$ cat src/rtl/fixed_to_float_denorm_if.sv
// Begin/ACK handshake bundle between a fixed-point producer
// and the float converter.
interface fixed_to_float_denorm_if #(
  parameter int W = 32
);
  logic [W-1:0] FX;
  logic         Begin_FSM_FX;
  logic         ACK_FX;
  logic         BUSY;
  logic [31:0]  RESULT;

  modport master (
    output FX, Begin_FSM_FX,
    input  ACK_FX, BUSY, RESULT
  );

  modport slave (
    input  FX, Begin_FSM_FX,
    output ACK_FX, BUSY, RESULT
  );
endinterface

$ cat src/rtl/fixed_to_float_denorm.sv
// Signed fixed-point to IEEE-754 single converter with a
// bit-serial leading-zero normaliser and truncating mantissa.
module fixed_to_float_denorm #(
  parameter int W    = 32,
  parameter int FRAC = 26
) (
  input logic CLK,
  input logic RST,
  fixed_to_float_denorm_if.slave bus
);

  typedef enum logic [2:0] {
    IDLE = 3'd0,
    ABS  = 3'd1,
    NORM = 3'd2,
    ZERO = 3'd3,
    PACK = 3'd4
  } state_t;

  localparam int EB = W - 1 - FRAC + 127;

  state_t       state_q, state_d;
  logic [W-1:0] x_q, x_d;
  logic [W-1:0] mag_q, mag_d;
  logic [5:0]   lz_q, lz_d;
  logic         s_q, s_d;
  logic [31:0]  res_q, res_d;
  logic         ack_q, ack_d;
  logic [7:0]   exp_w;

  // Biased exponent always lands in the normal range, so the
  // low byte of the difference is the exact field value.
  assign exp_w = 8'(EB) - {2'b00, lz_q};

  always_comb begin
    state_d = state_q;
    x_d     = x_q;
    mag_d   = mag_q;
    lz_d    = lz_q;
    s_d     = s_q;
    res_d   = res_q;
    ack_d   = 1'b0;
    unique case (state_q)
      IDLE: begin
        if (bus.Begin_FSM_FX) begin
          x_d     = bus.FX;
          state_d = ABS;
        end
      end
      ABS: begin
        s_d     = x_q[W-1];
        mag_d   = x_q[W-1] ? (W'(0) - x_q) : x_q;
        lz_d    = 6'd0;
        state_d = (x_q == '0) ? ZERO : NORM;
      end
      NORM: begin
        if (mag_q[W-1]) begin
          state_d = PACK;
        end else begin
          mag_d = mag_q << 1;
          lz_d  = lz_q + 6'd1;
        end
      end
      PACK: begin
        res_d   = {s_q, exp_w, mag_q[W-2 -: 23]};
        ack_d   = 1'b1;
        state_d = IDLE;
      end
      ZERO: begin
        res_d   = 32'h0000_0000;
        ack_d   = 1'b1;
        state_d = IDLE;
      end
      default: state_d = IDLE;
    endcase
  end

  always_ff @(posedge CLK or posedge RST) begin
    if (RST) begin
      state_q <= IDLE;
      x_q     <= '0;
      mag_q   <= '0;
      lz_q    <= '0;
      s_q     <= 1'b0;
      res_q   <= '0;
      ack_q   <= 1'b0;
    end else begin
      state_q <= state_d;
      x_q     <= x_d;
      mag_q   <= mag_d;
      lz_q    <= lz_d;
      s_q     <= s_d;
      res_q   <= res_d;
      ack_q   <= ack_d;
    end
  end

  assign bus.ACK_FX = ack_q;
  assign bus.BUSY   = (state_q != IDLE);
  assign bus.RESULT = res_q;

endmodule

$ cat src/flat_wrapper.sv
// flat-port wrapper written by rule: the top's interface ports become plain ports
module fixed_to_float_denorm_flat 
#(
  parameter int W    = 32,
  parameter int FRAC = 26
)
  (CLK, RST, bus_FX, bus_Begin_FSM_FX, bus_ACK_FX, bus_BUSY, bus_RESULT);
  fixed_to_float_denorm_if #(.W(W)) bus_i ();
  input logic CLK;
  input logic RST;
  input wire logic [$bits(bus_i.FX)-1:0] bus_FX;
  input wire logic [$bits(bus_i.Begin_FSM_FX)-1:0] bus_Begin_FSM_FX;
  output wire logic [$bits(bus_i.ACK_FX)-1:0] bus_ACK_FX;
  output wire logic [$bits(bus_i.BUSY)-1:0] bus_BUSY;
  output wire logic [$bits(bus_i.RESULT)-1:0] bus_RESULT;
  assign bus_i.FX = bus_FX;
  assign bus_i.Begin_FSM_FX = bus_Begin_FSM_FX;
  assign bus_ACK_FX = bus_i.ACK_FX;
  assign bus_BUSY = bus_i.BUSY;
  assign bus_RESULT = bus_i.RESULT;
  fixed_to_float_denorm #(.W(W), .FRAC(FRAC)) u_core (.CLK(CLK), .RST(RST), .bus(bus_i));
endmodule
$ cat config.mk
export PLATFORM = sky130hd
export DESIGN_NAME = fixed_to_float_denorm_flat
export DESIGN_NICKNAME = d
export VERILOG_FILES = /design/src/rtl/fixed_to_float_denorm_if.sv /design/src/rtl/fixed_to_float_denorm.sv /design/src/flat_wrapper.sv
export SDC_FILE = /design/constraint.sdc
export NUM_CORES = 1
export LEC_CHECK = 0
export ABC_AREA = 1
export BUFFER_PORTS_ARGS = -buffer_cell sky130_fd_sc_hd__buf_2
export CAP_MARGIN = 20
export CELL_PAD_IN_SITES_DETAIL_PLACEMENT = 1
export CELL_PAD_IN_SITES_GLOBAL_PLACEMENT = 1
export CORE_MARGIN = 2
export CORE_UTILIZATION = 44
export CTS_BUF_LIST = sky130_fd_sc_hd__clkbuf_4 sky130_fd_sc_hd__clkbuf_8
export CTS_CLUSTER_SIZE = 20
export DETAILED_ROUTE_END_ITERATION = 12
export PLACE_DENSITY_LB_ADDON = 0.1
export SETUP_SLACK_MARGIN = 0.5
export SYNTH_ARGS = -nofsm -noshare
export SYNTH_HDL_FRONTEND = slang
export SYNTH_SLANG_ARGS = --single-unit
export TNS_END_PERCENT = 20
$ cat constraint.sdc
create_clock -name CLK -period 4.6 [get_ports CLK]
set_input_delay 0.69 -clock CLK [delete_from_list [all_inputs] [get_ports CLK]]
set_output_delay 0.69 -clock CLK [all_outputs]
set_load 0.01 [all_outputs]
# After elaboration in Yosys (flattened, before gate mapping)
# Index checks and enable logic that the tools add are counted.
[classes] n_addsub=3 mul=0 div=0 magnitude_cmp=0 eq_ne=7 shifts=0 muxes=11 n_bitwise=0 n_reduce_logical=9
[ops] op="$pmux 32 s2" n=2
[ops] op="$mux 32" n=2
[ops] op="$logic_not 32->1" n=1
[ops] op="$sub 1x32->32 const A" n=1
[ops] op="$pmux 6 s2" n=1
[ops] op="$pmux 3 s3" n=1
[ops] op="$sub 8x6->8 const A" n=1
[ops] op="$add 6x1->6 const B" n=1
[ops] op="$eq 3x2->1 const B" n=2
[ops] op="$mux 3" n=2
[ops] op="$mux 6" n=1
[ops] op="$reduce_and 2->1" n=3
[ops] op="$ne 2x2->1 const B" n=2
[ops] op="$reduce_bool 2->1" n=2
[ops] op="$eq 3x1->1 const B" n=1
[ops] op="$eq 3x3->1 const B" n=1
[ops] op="$logic_not 3->1" n=1
[ops] op="$reduce_bool 3->1" n=1
[ops] op="$mux 1" n=2
[ops] op="$ne 2x1->1 const B" n=1
[ops] op="$reduce_or 2->1" n=1
[totals] reg_bits=107 latch_bits=0 ram_bits=0 mem_bits_ro=0 in_bits=35 output_inout_bits=34 elab_cells=38 memories=0

# Depth between registers and ports, before layout
# Gate-level depths: netlist (run 1).
[logic_depth] word_depth=3 ltp_mapped=10 mapped_depth_nobuf=10

# Least setup slack after synthesis (run 1)
# No wires, ideal clock.
[synth_path] kind="reg-to-reg" start="register u_core.x_q[0]" end="register u_core.mag_q[20]" setup_time_ps=117 arrival_ps=1372 required_time_ps=4483 setup_slack_ps=3111 path_stages_with_launch=10 n_path_buf=0 synth_period_minus_slack_ps=1489 path_cell_list="dfrtp_1 inv_1 ha_1 nand3_1 nor2_2 nand2_1 nand2_1 nand3_1 nand3_1 nand2_1"
[synth_between] elab_chain_cells=3
[synth_lines] element="start: declaration" line_no="fixed_to_float_denorm.sv:23" source="logic [W-1:0] x_q, x_d;"
[synth_lines] element="start signal: assignment" line_no="fixed_to_float_denorm.sv:81" source="x_q <= '0;"
[synth_lines] element="start signal: assignment" line_no="fixed_to_float_denorm.sv:89" source="x_q <= x_d;"
[synth_lines] element="$sub 1x32->32" line_no="fixed_to_float_denorm.sv:52" source="mag_d = x_q[W-1] ? (W'(0) - x_q) : x_q;"
[synth_lines] element="$mux 32" line_no="fixed_to_float_denorm.sv:52"
[synth_lines] element="$pmux 32 s2" line_no="fixed_to_float_denorm.sv:43" source="unique case (state_q)"
[synth_lines] element="end signal: assignment" line_no="fixed_to_float_denorm.sv:90" source="mag_q <= mag_d;"
[synth_lines] element="end: declaration" line_no="fixed_to_float_denorm.sv:24" source="logic [W-1:0] mag_q, mag_d;"
# Every way passes these cells.
# A chain may end at the register's enable or synchronous reset.

# Final worst setup path (run 1)
[layout_path] start="register u_core.x_q[31]" end="register u_core.mag_q[31]"
[layout_between] elab_chain_cells=3
[layout_lines] element="$sub 1x32->32" line_no="fixed_to_float_denorm.sv:52"
[layout_lines] element="$mux 32 *" line_no="fixed_to_float_denorm.sv:52"
[layout_lines] element="$pmux 32 s2 *" line_no="fixed_to_float_denorm.sv:43"
# Mark *: on every way between the ends. The rest lies on a longest branch, timed or not.

==> reports/qor.csv, run 1 <==
metric;value;unit
syn-cell-area;5460;um^2
ant_nets;0;
setup_violations;0;
pwr-share-clk;0.136;
maxCapViolCount;0;
layoutNonFillerInstCount;944;
remaining_drc_errors;0;
cts_tree;done;
finalHoldViolations;0;
total_leakage_power;0.00314;uW
hpwl;10900;um
ys_types;31;
endpoint_kind;flip-flop;
start_util;0.453;
fp.dieW;115;um
row_count;40;
pre_cts_slack;2.56;ns
hp-class;primary input to asynchronous set/reset pin;
setup_slack;2.54;ns
max_slew_margin;0.382;
grt_max_degree;76;
r2r_cells;6;
internal_power;2160;uW
cts_setup_buffers;0;
gp_congestion;0.846;
synth_ff_type;dfrtp_1;
yosysWarnings;0;
synthArstFlopShare;1.00;
grt_setup_unrepaired;no;
fin_worst_skew;0.0125;ns
comb_power_share;0.456;
grt-ovfl-total;0;
synth.most_common_cell;nand2_1;
multi_input_area;2310;um^2
startpoint_type;flip-flop;
port_buffers;68;
num_io_pins;69;
core_area;12100;um^2
seq_area_frac_synth;0.490;
place_inst;928;
grt_use_total;0.237;
fin_tns_setup;0;ns
ys_seq_elements;107;
vias_per_cell;5.17;
die-area;13300;um^2
drtPass1Iterations;4;
grt_pass1_wl;24500;um
drt-initial-drc-count;235;
outcome;completed;
drt-total-wl;14900;um
powerDensity;661;nW/um^2
synth_edf_count;0;
htreeDepth;3;
nets;810;
cts_root_buf;clkbuf_8;
fp.dieH;115;um
synth_common_cells;nand2_1 (168), dfrtp_1 (107), nand3_1 (104);
clkLatencyLatePin;0.39;ns
synth_top_area_share;0.490;
regArea;2680;um^2
critPathKind;flip-flop to flip-flop;
ctsLongestPathBuffers;2;
yosys-top-cells-area;dfrtp_1 (49%), nand2_1 (12%), nand3_1 (9.5%);
synth.net_count;753;
arrival;2.38;ns
slew_violations;0;
hold_buffers;0;
peakVddDrop;0.000319;V
fmax;485;MHz
r2r_end;u_core.mag_q[31]$_DFFE_PP0P_;
vias;4880;
wire_per_inst;15.8;um
post-route-period-util;0.448;
clkSinkCount;107;
power_frac_seq;0.408;
area_growth;11.7;%
drive_gt1_frac;0.146;
cts_resized;0;
cts.clk_slew.worst_paths;0.10;ns
yosysTopAreaCell;dfrtp_1;
r2r_slack;2.54;ns
worst_slew_pin_slew;0.927;ns
cp.required;4.91;ns
r2r-start;u_core.x_q[31]$_DFFE_PP0P_;
crit_start;u_core.x_q[31]$_DFFE_PP0P_;
grt_pass1_vias;4989;
num_antenna_cells;0;
fillers;1555;
crit_path_max_fanout;22;
syn_avg_cell_area;7.64;um^2
period_needed;2.06;ns
p_sw;1870;uW
p_sw_frac;0.464;
antenna_found_initial;0;
syn_inst;715;
cts_made_buffers;9;
-- kinds of logic (layout without fill, tap and decap cells) --
family / Yosys count / in the layout / synth area share
and+or+nand+nor: 386 / 386 / 0.306
buffers and inverters: 112 / 173 / 0.0868
DFF: 107 / 107 / 0.490
AOI/OAI and AO/OA: 103 / 103 / 0.103
xor gates and xnor gates: 4 / 4 / 0.00641
adders and majority gates: 3 / 3 / 0.00687
-- how the worst max path moves through the flow --
| stage | endpoint | slack, ns |
|---|---|---|
| 2_1_floorplan | u_core.bus.ACK_FX$_DFF_PP0_ | 1.09 |
| 3_3_place_gp | u_core.x_q[27]$_DFFE_PP0P_ | 2.58 |
| 3_5_place_dp | u_core.x_q[27]$_DFFE_PP0P_ | 2.56 |
| 4_1_cts | u_core.x_q[27]$_DFFE_PP0P_ | 2.54 |
| 5_1_grt | u_core.mag_q[31]$_DFFE_PP0P_ | 2.39 |
| 6_report | u_core.mag_q[31]$_DFFE_PP0P_ | 2.54 |
-- sequential cells by signal, indices dropped and copies added, names as in the netlist --
name               cells
u_core.lz_q            6
u_core.mag_q          32
u_core.bus.ACK_FX      1
u_core.s_q             1
u_core.state_q         3
u_core.bus.RESULT     32
u_core.x_q            32
-- layout make-up --
type / count / share of cell area
inverters: 84 / 0.0537
clock inverters: 4 / 0.00431
well taps: 168 / 0.0344
clock buffers: 11 / 0.0238
repair buffers: 74 / 0.0664
flip-flops and latches: 107 / 0.439
multi-input cells: 496 / 0.379
-- worst max-delay path, stage by stage, from the launching register on --
cell	delay [ns]
dfrtp_1	0.85
buf_4	0.38
nand3_1	0.10
or2_2	0.27
nor2_1	0.18
nor2_1	0.06
o21ai_0	0.14
-- per-stage QoR --
stage	utilization	total power, uW	hold WS [ns]	area (um^2)
after CTS	0.504	4060	0.504	6080
after global placement	0.489	3380	0.470	5900
final	0.506	4040	0.487	6100
after floorplan	-	2960	0.450	5460
after global routing	0.506	4390	0.523	6100
after detailed placement	0.490	3500	0.481	5910
-- routing by layer --
layer | wire length (um) | up-vias | global-route usage
li1 | - | 2418 | -
met3 | 420 | 21 | 0.0298
met4 | 320 | 0 | 0.0876
met1 | 7080 | 2350 | 0.321
met5 | 0 | - | 0
met2 | 7120 | 91 | 0.391
-- layout by cell type (no fill, tap or decap), types with 2 or more instances in the layout --
master	n
inv_6	3
nand3_1	104
a21oi_2	2
ha_1	3
buf_4	4
nor2_1	92
clkinv_2	2
xor2_1	3
inv_2	3
inv_1	78
o211ai_1	5
nand4_1	2
o22ai_1	15
buf_2	68
dfrtp_1	107
a21oi_1	40
clkbuf_8	10
nand2_2	9
o21ai_0	39
nand2_1	168
nor3_1	3
-- power by group through the flow --
stage | sequential [uW] | combinational, uW | clock, uW
2_1_floorplan | 1610 | 1360 | 0
3_3_place_gp | 1640 | 1740 | 0
3_5_place_dp | 1670 | 1830 | 0
4_1_cts | 1650 | 1840 | 568
5_1_grt | 1700 | 2100 | 595
6_report | 1650 | 1840 | 550
(Power assumes the default switching activity.)
==> inputs of run 2 (changes only) <==
- clock period: 4.6 -> 1.9 ns (I/O delays scaled with it)
==> run 2 against run 1 <==
  * Sequential power grew to 2.5 times the previous value
  * Non-clock buffer count grew 41
  * Count of clock-buffer cells in the layout unchanged
  * Total power grew to 3.0 times the previous value
  * Critical path type unchanged
  * Largest power group unchanged
  * Highest routed layer is now met5
==> reports/qor.csv, run 2 (same netlist as run 1, synthesis figures left out) <==
metric;value;unit
cpMostUsedCell;nand2_1;
fin_worst_skew;0.0156;ns
outcome;completed;
cts.clk_slew.worst_paths;0.11;ns
cts_root_buf;clkbuf_8;
total_leakage_power;0.00349;uW
max_stage_delay;0.45;ns
area_growth;29.5;%
grt_pass1_vias;5459;
gp_congestion;0.910;
r2r-start;u_core.x_q[17]$_DFFE_PP0P_;
finalHoldViolations;0;
hp-class;primary input to asynchronous set/reset pin;
core_area;12100;um^2
antenna_found_initial;1;
crit_chain;nor2_1 -> nand2_1 -> nor2_1 -> nand2_1 -> nand2_1 -> nand3_1 -> nand3_1 -> nand2_1;
slowest_stage;dfrtp_1;
worst_slew_pin_slew;0.583;ns
arrival;1.94;ns
clkLatencyLatePin;0.40;ns
layoutNonFillerInstCount;991;
die-area;13300;um^2
remaining_drc_errors;0;
grt_max_degree;108;
vias;5464;
grt_use_total;0.275;
critPathKind;flip-flop to flip-flop;
max_slew_margin;0.612;
hold_buffers;0;
vias_per_cell;5.51;
place_inst;933;
ctsLongestPathBuffers;2;
period_needed;1.65;ns
powerDensity;1720;nW/um^2
startpoint_type;flip-flop;
cts_tree;done;
maxCapViolCount;0;
drive_gt1_frac;0.300;
fillers;1489;
setup_violations;0;
fp.dieW;115;um
post-route-period-util;0.870;
nets;857;
fmax;605;MHz
htreeDepth;3;
drtPass1Iterations;5;
port_buffers;68;
ant_nets;0;
r2r_cells;8;
drt-total-wl;19400;um
endpoint_kind;flip-flop;
crit_path_max_fanout;4;
final_common_cell;nand2_1;
num_io_pins;69;
row_count;40;
grt-ovfl-total;0;
crit_start;u_core.x_q[17]$_DFFE_PP0P_;
layout_common_cells;nand2_1 (140), dfrtp_1 (100), nand3_1 (85), nor2_1 (74), inv_1 (71);
fin_tns_setup;0;ns
clkSinkCount;107;
slew_violations;0;
wire_per_inst;19.6;um
hpwl;11300;um
drt-initial-drc-count;440;
cp.required;2.18;ns
peakVddDrop;0.000657;V
num_antenna_cells;0;
grt_setup_unrepaired;yes;
grt_pass1_wl;28100;um
cts_made_buffers;9;
start_util;0.453;
fp.dieH;115;um
[run 2: worst paths after layout]
check,to,slack (ns)
max,u_core.mag_q[25]$_DFFE_PP0P_,0.25
min,u_core.bus.RESULT[0]$_DFFE_PP0P_,0.04
max reg2reg,u_core.mag_q[25]$_DFFE_PP0P_,0.25
min reg2reg,u_core.bus.RESULT[1]$_DFFE_PP0P_,0.51
max in group asynchronous,u_core.x_q[31]$_DFFE_PP0P_,1.38
min in group CLK,u_core.x_q[5]$_DFFE_PP0P_,0.12
[run 2: layer usage]
layer | routed length [um] | track usage | part of all wire
met1 | 8370 | 0.367 | 0.43
met4 | 448 | 0.0795 | 0.023
met3 | 936 | 0.0465 | 0.048
met5 | 12 | 0 | 0.00062
met2 | 9660 | 0.461 | 0.50
[run 2: report_power, final]
group	switching, uW	leakage [uW]	internal [uW]	total, uW
clock	846	0.000103	655	1500
combinational	4060	0.00207	2480	6540
sequential	916	0.00132	3230	4150
total	5820	0.00349	6360	12200
[run 2: stage by stage]
stage | worst slack, ns | instance area [um^2] | power (uW) | hold WS (ns) | utilization
3_3_place_gp | 0.179 | 5980 | 8370 | 0.471 | 0.496
5_1_grt | 0.157 | 7070 | 12900 | 0.100 | 0.587
3_5_place_dp | 0.0838 | 5980 | 8620 | 0.488 | 0.496
4_1_cts | 0.397 | 6650 | 11000 | 0.0812 | 0.552
2_1_floorplan | 0.327 | 5470 | 7180 | 0.444 | -
6_report | 0.247 | 7070 | 12200 | 0.0401 | 0.587
[run 2: layout make-up]
class | instances | area [um^2] | share of cell area
clock buffers | 11 | 145 | 0.0205
clock inverters | 4 | 48.8 | 0.00690
inverters | 84 | 359 | 0.0508
multi-input cells | 499 | 2740 | 0.387
flip-flops and latches | 107 | 2690 | 0.380
well taps | 168 | 210 | 0.0297
repair buffers | 115 | 861 | 0.122
repair inverters | 3 | 26.3 | 0.00371
[run 2: worst max-delay path, delay by kind of cell, from the launching register on]
family           cells  cell delay, ns
and+or+nand+nor      8            1.07
DFF                  1            0.45
[run 2: what timing repair did]
item | in CTS | in global routing
cloned | 4 | 5
setup endpoints to repair | 84 | 105
resized for setup | 60 | 75
buffers inserted | 23 | 11
pin swaps | 23 | 20
==> inputs of run 3 (changes only) <==
- PLACE_DENSITY: unset -> 0.8
- PLACE_DENSITY_LB_ADDON: 0.1 -> unset
==> run 3 against run 2 <==
  * Cell count grew 0.30%
  * Setup slack gained 0.042 ns
  * Cell area fell by 1.1%
  * Clock skew is 0.00080 ns higher
  * Total power fell by 2.9%
  * Register-to-register slack gained 0.04 ns
  * Critical path depth stayed put
  * Routed wire length is 5.4% lower
  * Worst hold slack gained 0.084 ns
  * Count of clock-buffer cells in the layout unchanged
  * Via count shrank 2.5%
  * Clock power rose by 3%
  * Largest cell class is now registers
==> reports/qor.csv, run 3 (same netlist as run 1, synthesis figures left out) <==
metric;value;unit
die-area;13300;um^2
hp-class;primary input to flip-flop;
pre_cts_slack;0.0794;ns
grt_max_degree;65;
critPathKind;flip-flop to flip-flop;
cp.required;2.18;ns
layout_common_cells;nand2_1 (142), dfrtp_1 (100), nand3_1 (89), inv_1 (73), buf_2 (67);
row_count;40;
post-route-period-util;0.848;
powerDensity;1690;nW/um^2
fin_tns_setup;0;ns
core_area;12100;um^2
final_common_cell;nand2_1;
grt_pass1_vias;5285;
cts.clk_slew.worst_paths;0.11;ns
cts_root_buf;clkbuf_8;
ant_nets;0;
grt_use_total;0.265;
fp.dieW;115;um
num_io_pins;69;
area_growth;28.1;%
gp_congestion;0.918;
startpoint_type;flip-flop;
endpoint_kind;flip-flop;
vias_per_cell;5.36;
fp.dieH;115;um
antenna_found_initial;0;
arrival;1.89;ns
period_needed;1.61;ns
holdWs;0.124;ns
slew_violations;0;
max_slew_margin;0.631;
total_leakage_power;0.00344;uW
wire_per_inst;18.5;um
outcome;completed;
crit_path_max_fanout;5;
num_antenna_cells;0;
grt_setup_unrepaired;yes;
grt_pass1_wl;27300;um
drt-total-wl;18400;um
clkSinkCount;107;
hpwl;11500;um
cts_tree;done;
fin_worst_skew;0.0164;ns
vias;5327;
drt-initial-drc-count;352;
setup_violations;0;
fmax;621;MHz
start_util;0.453;
cts_made_buffers;9;
maxCapViolCount;0;
ctsLongestPathBuffers;2;
drive_gt1_frac;0.301;
setup_slack;0.289;ns
port_buffers;68;
drtPass1Iterations;4;
remaining_drc_errors;0;
peakVddDrop;0.000599;V
grt-ovfl-total;0;
htreeDepth;3;
nets;859;
clkLatencyLatePin;0.41;ns
finalHoldViolations;0;
worst_slew_pin_slew;0.553;ns
[run 3: cell count changes in the layout (fill, tap and decap cells not counted), sizes merged]
cell,change
bufbuf,-1
clkinvlp,+1
clkinv,-1
buf,+7
dlygate4sd3,+1
nand2,-2
inv,-2
[run 3: power breakdown]
group / internal [uW] / leakage (uW) / switching (uW)
registers: 3230 / 0.00132 / 880
logic: 2390 / 0.00202 / 3800
clock network: 666 / 0.0000992 / 872
[run 3: final timing paths]
check | from | endpoint | slack, ns | cells past startpoint
max in group asynchronous | RST | u_core.state_q[1]$_DFFE_PP0P_ | 0.79 | 4
worst max register to register | u_core.x_q[11]$_DFFE_PP0P_ | u_core.mag_q[13]$_DFFE_PP0P_ | 0.29 | 8
worst min-delay path | bus_FX[8] | u_core.x_q[8]$_DFFE_PP0P_ | 0.12 | 3
worst max-delay path | u_core.x_q[11]$_DFFE_PP0P_ | u_core.mag_q[13]$_DFFE_PP0P_ | 0.29 | 8
min in group asynchronous | RST | u_core.bus.RESULT[18]$_DFFE_PP0P_ | 0.47 | 3
worst min register to register | u_core.mag_q[1]$_DFFE_PP0P_ | u_core.mag_q[1]$_DFFE_PP0P_ | 0.50 | 2
[run 3: layer usage]
metal	global-route usage	share of wire	vias up
met1	0.346	0.44	2662
li1	-	-	2509
met4	0.0811	0.024	0
met2	0.446	0.50	123
met5	0	0	-
met3	0.0554	0.033	33
[run 3: layout make-up]
class                   instances  area [um^2]
multi-input cells             497         2660
inverters                      84          352
clock buffers                  11          145
well taps                     168          210
flip-flops and latches        107         2690
fillers                      1499         5070
repair buffers                122          878
clock inverters                 5         62.6
[run 3: stage by stage]
stage | instance area (um^2) | utilization | power [uW] | std cells
CTS | 6590 | 0.547 | 10900 | 974
finish | 7000 | 0.580 | 11800 | 994
global route | 7000 | 0.580 | 12600 | 994
detailed placement | 6000 | 0.498 | 8670 | 936
global placement | 6000 | 0.498 | 8420 | 936
floorplan | 5470 | - | 7180 | 715
[run 3: what timing repair did]
item | in CTS | in global routing
endpoints found under the hold margin | 21 | 0
setup endpoints to repair | 105 | 104
resized for setup | 59 | 67
gates cloned | 0 | 2
setup buffers | 21 | 18
hold buffers | 1 | 0
pin swaps | 11 | 17
[run 3: critical path, stage by stage (launching register included)]
cell and delay, ns:
dfrtp_1 0.45, nor2_2 0.20, nand2_2 0.11, nor2_1 0.13
nand2_1 0.12, nand2_2 0.15, nand2_1 0.08, nand3_1 0.15
nand3_1 0.09
